`src/rtl/sevenseg_scan_decoder.sv`:
```
// sevenseg_scan_decoder: stability-filtered readback decoder for a multiplexed seven-segment bus
module sevenseg_scan_decoder #(
  parameter int NDIG       = 4,
  parameter int STABLE_CYC = 4
) (
  input  logic              clk,
  input  logic              rst_n,
  input  logic [6:0]        seg_in,
  input  logic [NDIG-1:0]   dig_sel,
  output logic [4*NDIG-1:0] value,
  output logic              frame_valid,
  output logic              digits_ok,
  output logic              pat_err,
  output logic              sel_err
);
  localparam int W  = NDIG + 7;
  localparam int CW = $clog2(STABLE_CYC + 1);
  localparam logic [CW-1:0] SMAX = CW'(STABLE_CYC);
  logic [W-1:0] s1, s;
  logic [CW-1:0] cnt, cnt_n;
  logic acc, acc_n, chg, one_hot, multi_hot, legal, done;
  logic [4*NDIG-1:0] nib, nib_n;
  logic [NDIG-1:0] ok, ok_n, seen, seen_n, sel;
  logic [4:0] dec;
  function automatic logic [4:0] decode(input logic [6:0] p);
    case (p)
      7'b1111110: decode = 5'h10;
      7'b0110000: decode = 5'h11;
      7'b1101101: decode = 5'h12;
      7'b1111001: decode = 5'h13;
      7'b0110011: decode = 5'h14;
      7'b1011011: decode = 5'h15;
      7'b1011111: decode = 5'h16;
      7'b1110000: decode = 5'h17;
      7'b1111111: decode = 5'h18;
      7'b1111011: decode = 5'h19;
      7'b1110111: decode = 5'h1A;
      7'b0011111: decode = 5'h1B;
      7'b1001110: decode = 5'h1C;
      7'b0111101: decode = 5'h1D;
      7'b1001111: decode = 5'h1E;
      7'b1000111: decode = 5'h1F;
      default:    decode = 5'h00;
    endcase
  endfunction
  // stability tracking, pattern decode and next slot/seen state for the accepted sample
  always_comb begin
    chg = s1 != s;
    cnt_n = chg ? CW'(1) : (cnt == SMAX ? SMAX : cnt + CW'(1));
    acc_n = cnt_n == SMAX && (chg || cnt != SMAX);
    sel = s[W-1:7];
    dec = decode(s[6:0]);
    legal = dec[4];
    one_hot = sel != '0 && (sel & (sel - NDIG'(1))) == '0;
    multi_hot = sel != '0 && !one_hot;
    nib_n = nib;
    ok_n = ok;
    for (int i = 0; i < NDIG; i++)
      if (acc && one_hot && sel[i]) begin
        nib_n[4*i +: 4] = dec[3:0];
        ok_n[i] = legal;
      end
    seen_n = acc && one_hot ? seen | sel : seen;
    done = acc && one_hot && seen_n == '1;
  end
  // synchronizer, counter, slot registers and registered frame/flag outputs
  always_ff @(posedge clk or negedge rst_n)
    if (!rst_n) begin
      s1 <= '0;
      s <= '0;
      cnt <= '0;
      acc <= 1'b0;
      nib <= '0;
      ok <= '0;
      seen <= '0;
      value <= '0;
      digits_ok <= 1'b0;
      frame_valid <= 1'b0;
      pat_err <= 1'b0;
      sel_err <= 1'b0;
    end else begin
      s1 <= {dig_sel, seg_in};
      s <= s1;
      cnt <= cnt_n;
      acc <= acc_n;
      nib <= nib_n;
      ok <= ok_n;
      seen <= done ? '0 : seen_n;
      frame_valid <= done;
      pat_err <= acc && one_hot && !legal;
      sel_err <= acc && multi_hot;
      if (done) begin
        value <= nib_n;
        digits_ok <= &ok_n;
      end
    end
endmodule
```
`config.mk`:
```
export PLATFORM = sky130hd
export DESIGN_NAME = sevenseg_scan_decoder
export DESIGN_NICKNAME = d
export VERILOG_FILES = /design/src/rtl/sevenseg_scan_decoder.sv
export SDC_FILE = /design/constraint.sdc
export NUM_CORES = 1
export LEC_CHECK = 0
export CORE_MARGIN = 5
export CORE_UTILIZATION = 60
export DETAILED_ROUTE_END_ITERATION = 10
export PLACE_DENSITY = 0.95
export SLEW_MARGIN = 20
export SYNTH_ARGS = -nofsm -noshare
export SYNTH_HDL_FRONTEND = slang
export SYNTH_SLANG_ARGS = --single-unit
export TNS_END_PERCENT = 10
```
`constraint.sdc`:
```
create_clock -name clk -period 4.63 [get_ports clk]
set_input_delay 0.463 -clock clk [delete_from_list [all_inputs] [get_ports clk]]
set_output_delay 0.463 -clock clk [all_outputs]
set_load 0.005 [all_outputs]
```
# [Word-level counts from Yosys, hierarchy flattened]
# Cells that the tools add are included.
[totals] regBits=70 input_bits=13 out_inout_bits=20 elab_cells=67
[op_classes] n_addsub=2 n_eq_ne=21 n_mux=13 bitwise_logic=2 n_reduce_logical=17
[ops] op="== test 7 bit, second input constant" count=12
[ops] op="case mux 5 bit (16 select lines)" count=1
[ops] op="2-to-1 mux 4 bit" count=6
[ops] op="== test 7 x 6 -> 1 bit, second input constant" count=3
[ops] op="logical AND 1 bit" count=11
[ops] op="!= test 11 bit" count=1
[ops] op="== test 7 x 5 -> 1 bit, second input constant" count=1
[ops] op="== test 3 bit, second input constant" count=2
[ops] op="2-to-1 mux 3 bit" count=2
[ops] op="AND 4 bit" count=1
[ops] op="== test 4 bit, second input constant" count=1
[ops] op="zero test 4 bit" count=1
[ops] op="2-to-1 mux 1 bit" count=4
[ops] op="bitwise OR 4 bit" count=1
[ops] op="AND reduction 4 bit" count=1
[ops] op="nonzero test 4 bit" count=1
[ops] op="subtractor 4 x 1 -> 4 bit, second input constant" count=1
[ops] op="adder 3 x 1 -> 3 bit, second input constant" count=1
[ops] op="!= test 3 bit, second input constant" count=1
[ops] op="zero test 1 bit" count=2
[ops] op="logical OR 1 bit" count=1

# [Depth between registers and ports, before layout]
[logic_depth] ltp_word=9 mapped_depth=8 mapped_depth_nobuf=5

# [Least setup slack after synthesis]
# No wires, ideal clock.
[synth_timing] kind="register to register" startpoint="reg s[7]" endpoint="reg value[10]" setup_ps=125 arrival_time_ps=1808 required_time_ps=4505 setup_slack_ps=2697 stages_incl_launch_ff=8 n_path_buf=3 cell_sequence="dfrtp_1 > buf_6 > o21a_1 > a2111oi_4 > o221a_2 > buf_6 > buf_12 > mux2_4"
[synth_between] elab_chain_len=8
[synth_rtl] element="from (decl)" line_no="19" rtl="logic [W-1:0] s1, s;"
[synth_rtl] element="from (signal assigned)" line_no="70" rtl="s <= '0;"
[synth_rtl] element="from (signal assigned)" line_no="83" rtl="s <= s1;"
[synth_rtl] element="subtractor 4 x 1 -> 4 bit" line_no="54" rtl="one_hot = sel != '0 && (sel & (sel - NDIG'(1))) == '0;"
[synth_rtl] element="AND 4 bit" line_no="54"
[synth_rtl] element="zero test 4 bit" line_no="54"
[synth_rtl] element="logical AND 1 bit" line_no="54"
[synth_rtl] element="logical AND 1 bit" line_no="59, 63, 64"
[synth_rtl] element="2-to-1 mux 4 bit" line_no="63" rtl="seen_n = acc && one_hot ? seen | sel : seen;"
[synth_rtl] element="== test 4 bit" line_no="64" rtl="done = acc && one_hot && seen_n == '1;"
[synth_rtl] element="logical AND 1 bit" line_no="64"
[synth_rtl] element="to (signal assigned)" line_no="93" rtl="value <= nib_n;"
[synth_rtl] element="to (decl)" line_no="10" rtl="output logic [4*NDIG-1:0] value,"
# Several ways; a longest one is shown, not always the timed one.
# A chain may end at the register's enable or synchronous reset.

# [Worst setup path after layout]
[layout_timing] startpoint="reg s[9]" endpoint="reg value[2]"
# The elaborated chain is that of the path after synthesis.

==> impl_metrics.py <==
metrics = {
    "setup_path": {
        "r2r_end": "value[2]$_DFFE_PN0P_",
        "r2r_setup_slack_ns": 2.20,
        "cp_max_fo": 25,
        "worst_ep_required_time_ns": 4.86,
        "startpoint_type": "flop",
        "path_class": "flop to flop",
        "end_kind": "flop",
        "worstPathArrival_ns": 2.67,
        "reg2reg_depth": 4,
        "r2r_start": "s[9]$_DFF_PN0_",
    },
    "route": {
        "wl_per_cell_um": 16.27,
        "drc": 0,
        "totalWireLength_um": 5744,
        "num_vias": 2035,
        "ant_nets": 0,
        "vias_per_cell": 5.765,
        "drtPass1Iterations": 4,
        "drt_iter0_markers": 148,
    },
    "cells_and_area": {
        "utilization_pct": 70.42,
        "nFillCells": 341,
        "stdcell_area_um2": 3551,
        "final_nets": 293,
        "stdcell_count": 353,
        "drive_above_1_share_pct": 13.07,
        "area_growth_pct": 15.84,
        "n_antenna_cell": 0,
    },
    "logic_synthesis": {
        "synth_top_area_share_pct": 57.14,
        "synth_edf_count": 0,
        "synthCells": 253,
        "synthesis.nets": 268,
        "ys_async_sr_fraction_pct": 100.0,
        "ys_seq_area_share_pct": 57.14,
        "synth_area_um2": 3065,
        "synth_area_leaders": "dfrtp_1, mux2_4, nor2_1, xnor2_1, a21oi_1",
        "synth_area_leader_cell": "dfrtp_1",
        "synth_flop_cell": "dfrtp_1",
        "yosysWarningCount": 0,
        "ys_types": 56,
        "synth-seq-cells": 70,
        "syn_area_per_cell_um2": 12.12,
    },
    "clocking": {
        "post_cts_buffers": 0,
        "postCtsHoldBufs": 0,
        "cts-root-buf": "clkbuf_8",
        "clkTransAtPathRegs_ns": 0.07,
        "cts_htree_levels": 3,
        "cts.path.max_buffers": 2,
        "cts_tree": "built",
        "postCtsResizedCells": 0,
        "numCtsBuffers": 9,
        "clock_latency_ns": 0.35,
        "cts_sinks": 70,
    },
    "global_route": {
        "grt_pass1_wl_um": 9756,
        "grt_pass1_vias": 2031,
        "overflow": 0,
        "grt_start_max_net_pins": 71,
        "grt.total_usage_pct": 19.79,
        "antenna_found_initial": 0,
    },
    "run": {
        "cap_violations": 0,
    },
    "placement": {
        "place_ws_ns": 2.226,
        "post-place-cells": 337,
        "postPlaceCellArea_um2": 3343,
        "io_buffers": 32,
        "hpwl_um": 3750,
        "gp_congestion": 0.8740,
    },
    "power": {
        "ir_drop_mv": 0.2688,
        "power_density_nw_per_um2": 337.9,
        "p_leak_nw": 1.605,
    },
    "timing": {
        "tns_ns": 0,
        "maxSlewHeadroom_pct": 44.68,
        "rsz0062_at_grt": "no",
        "drv_slew": 0,
        "setup_slack_ns": 2.197,
        "tightestPinTransition_ns": 0.8298,
        "finalHoldViolCount": 0,
        "finalSetupViolCount": 0,
        "period_needed_ns": 2.433,
        "max_freq_mhz": 411.0,
        "fin_crit_sh_pct": 52.55,
        "finalClockSkew_ns": 0.01102,
    },
    "die": {
        "die_y_um": 81.48,
        "die_x_um": 81.48,
        "start_util_pct": 60.79,
        "rows": 26,
        "die_area_um2": 6638,
        "io_pins": 33,
        "core_um2": 5042,
    },
    "hold_path": {
        "hold_path_class": "input pin to asynchronous set/reset pin",
    },
    "run_status": {
        "status": "finished, final reports clean",
    },
}
flip-flops by register name, summed over array words and instances, names as in the netlist, 3 cells and up:
| name | count |
|---|---|
| nib | 16 |
| value | 16 |
| s1 | 11 |
| s | 11 |
| ok | 4 |
| seen | 4 |
| cnt | 3 |
stage by stage:
stage | hold slack, ns | power, mW
finish | 0.3032 | 1.200
global route | 0.3831 | 1.244
detailed placement | 0.3854 | 0.7075
CTS | 0.3230 | 1.209
global placement | 0.3780 | 0.7054
floorplan | 0.1674 | 0.6815
layout make-up:
cell class	count	area [um2]	area share [%]
multi-input combinational	155	1147	32.31
clock inverter	5	56.30	1.586
tap	70	87.58	2.467
clock buffer	11	151.4	4.264
inverter	9	33.78	0.9514
timing repair buffer	33	322.8	9.091
sequential	70	1752	49.33
worst max-delay path by stage:
stage,start,end,slack (ns),cells after the start
6_report,s[9]$_DFF_PN0_,value[2]$_DFFE_PN0P_,2.20,4
5_1_grt,s[9]$_DFF_PN0_,value[2]$_DFFE_PN0P_,2.10,4
4_1_cts,s[9]$_DFF_PN0_,value[4]$_DFFE_PN0P_,2.20,4
3_5_place_dp,s[9]$_DFF_PN0_,value[2]$_DFFE_PN0P_,2.23,4
3_3_place_gp,s[9]$_DFF_PN0_,value[2]$_DFFE_PN0P_,2.30,4
2_1_floorplan,s[7]$_DFF_PN0_,value[10]$_DFFE_PN0P_,2.70,7
worst max-delay path: stages (launching register included):
cell and delay (ns):
dfrtp_1 0.50, nor3b_1 0.24, and3b_1 0.44, o221a_2 0.72
mux2_2 0.41
cell families after synthesis:
group	count (synthesis)	share of synthesized area (%)
simple gates	76	14.57
mux	14	6.245
buf+inv	28	5.429
compound gates	49	11.55
xor+xnor	14	4.245
fa+ha+maj	2	0.8162
flops	70	57.14
synthesized netlist by cell type, types with 3 or more instances:
cell      number
nor4_1         3
nand4b_1       3
and3_1         4
o211a_1        3
dfrtp_1       70
nand3_1        5
and3b_1        5
nand4_1        4
mux2_4         9
a31oi_1        7
buf_2         12
mux2_1         3
a211oi_1       3
nor2_1        32
inv_1          8
xnor2_1       12
a21oi_1       16
o21ai_1        3
nor3b_1        3
per-layer routing:
metal	wire (um)	GRT usage, %	part of all wire (%)
met2	2778	29.23	48
met4	125	8.277	2.2
met3	280	7.346	4.9
met1	2560	26.41	45
met5	0	0	0
power breakdown:
group	total (mW)	switching, mW	internal [mW]
logic	0.0535	0.0272	0.0262
registers	0.642	0.0217	0.621
clock network	0.504	0.226	0.278
placed cells by master, fill, tap and decap left out, types with 3 or more instances in the layout:
cell	count
mux2_4	9
nor2_1	32
nand4_1	4
nand3_1	5
nand4b_1	3
and3b_1	5
clkdlybuf4s50_1	31
xnor2_1	12
inv_1	8
o211a_1	3
nor4_1	3
clkbuf_8	11
mux2_1	3
a21oi_1	16
a211oi_1	3
nor3b_1	3
a31oi_1	7
dfrtp_1	70
o21ai_1	3
and3_1	4
No activity file was read; power rests on OpenSTA's default activity.
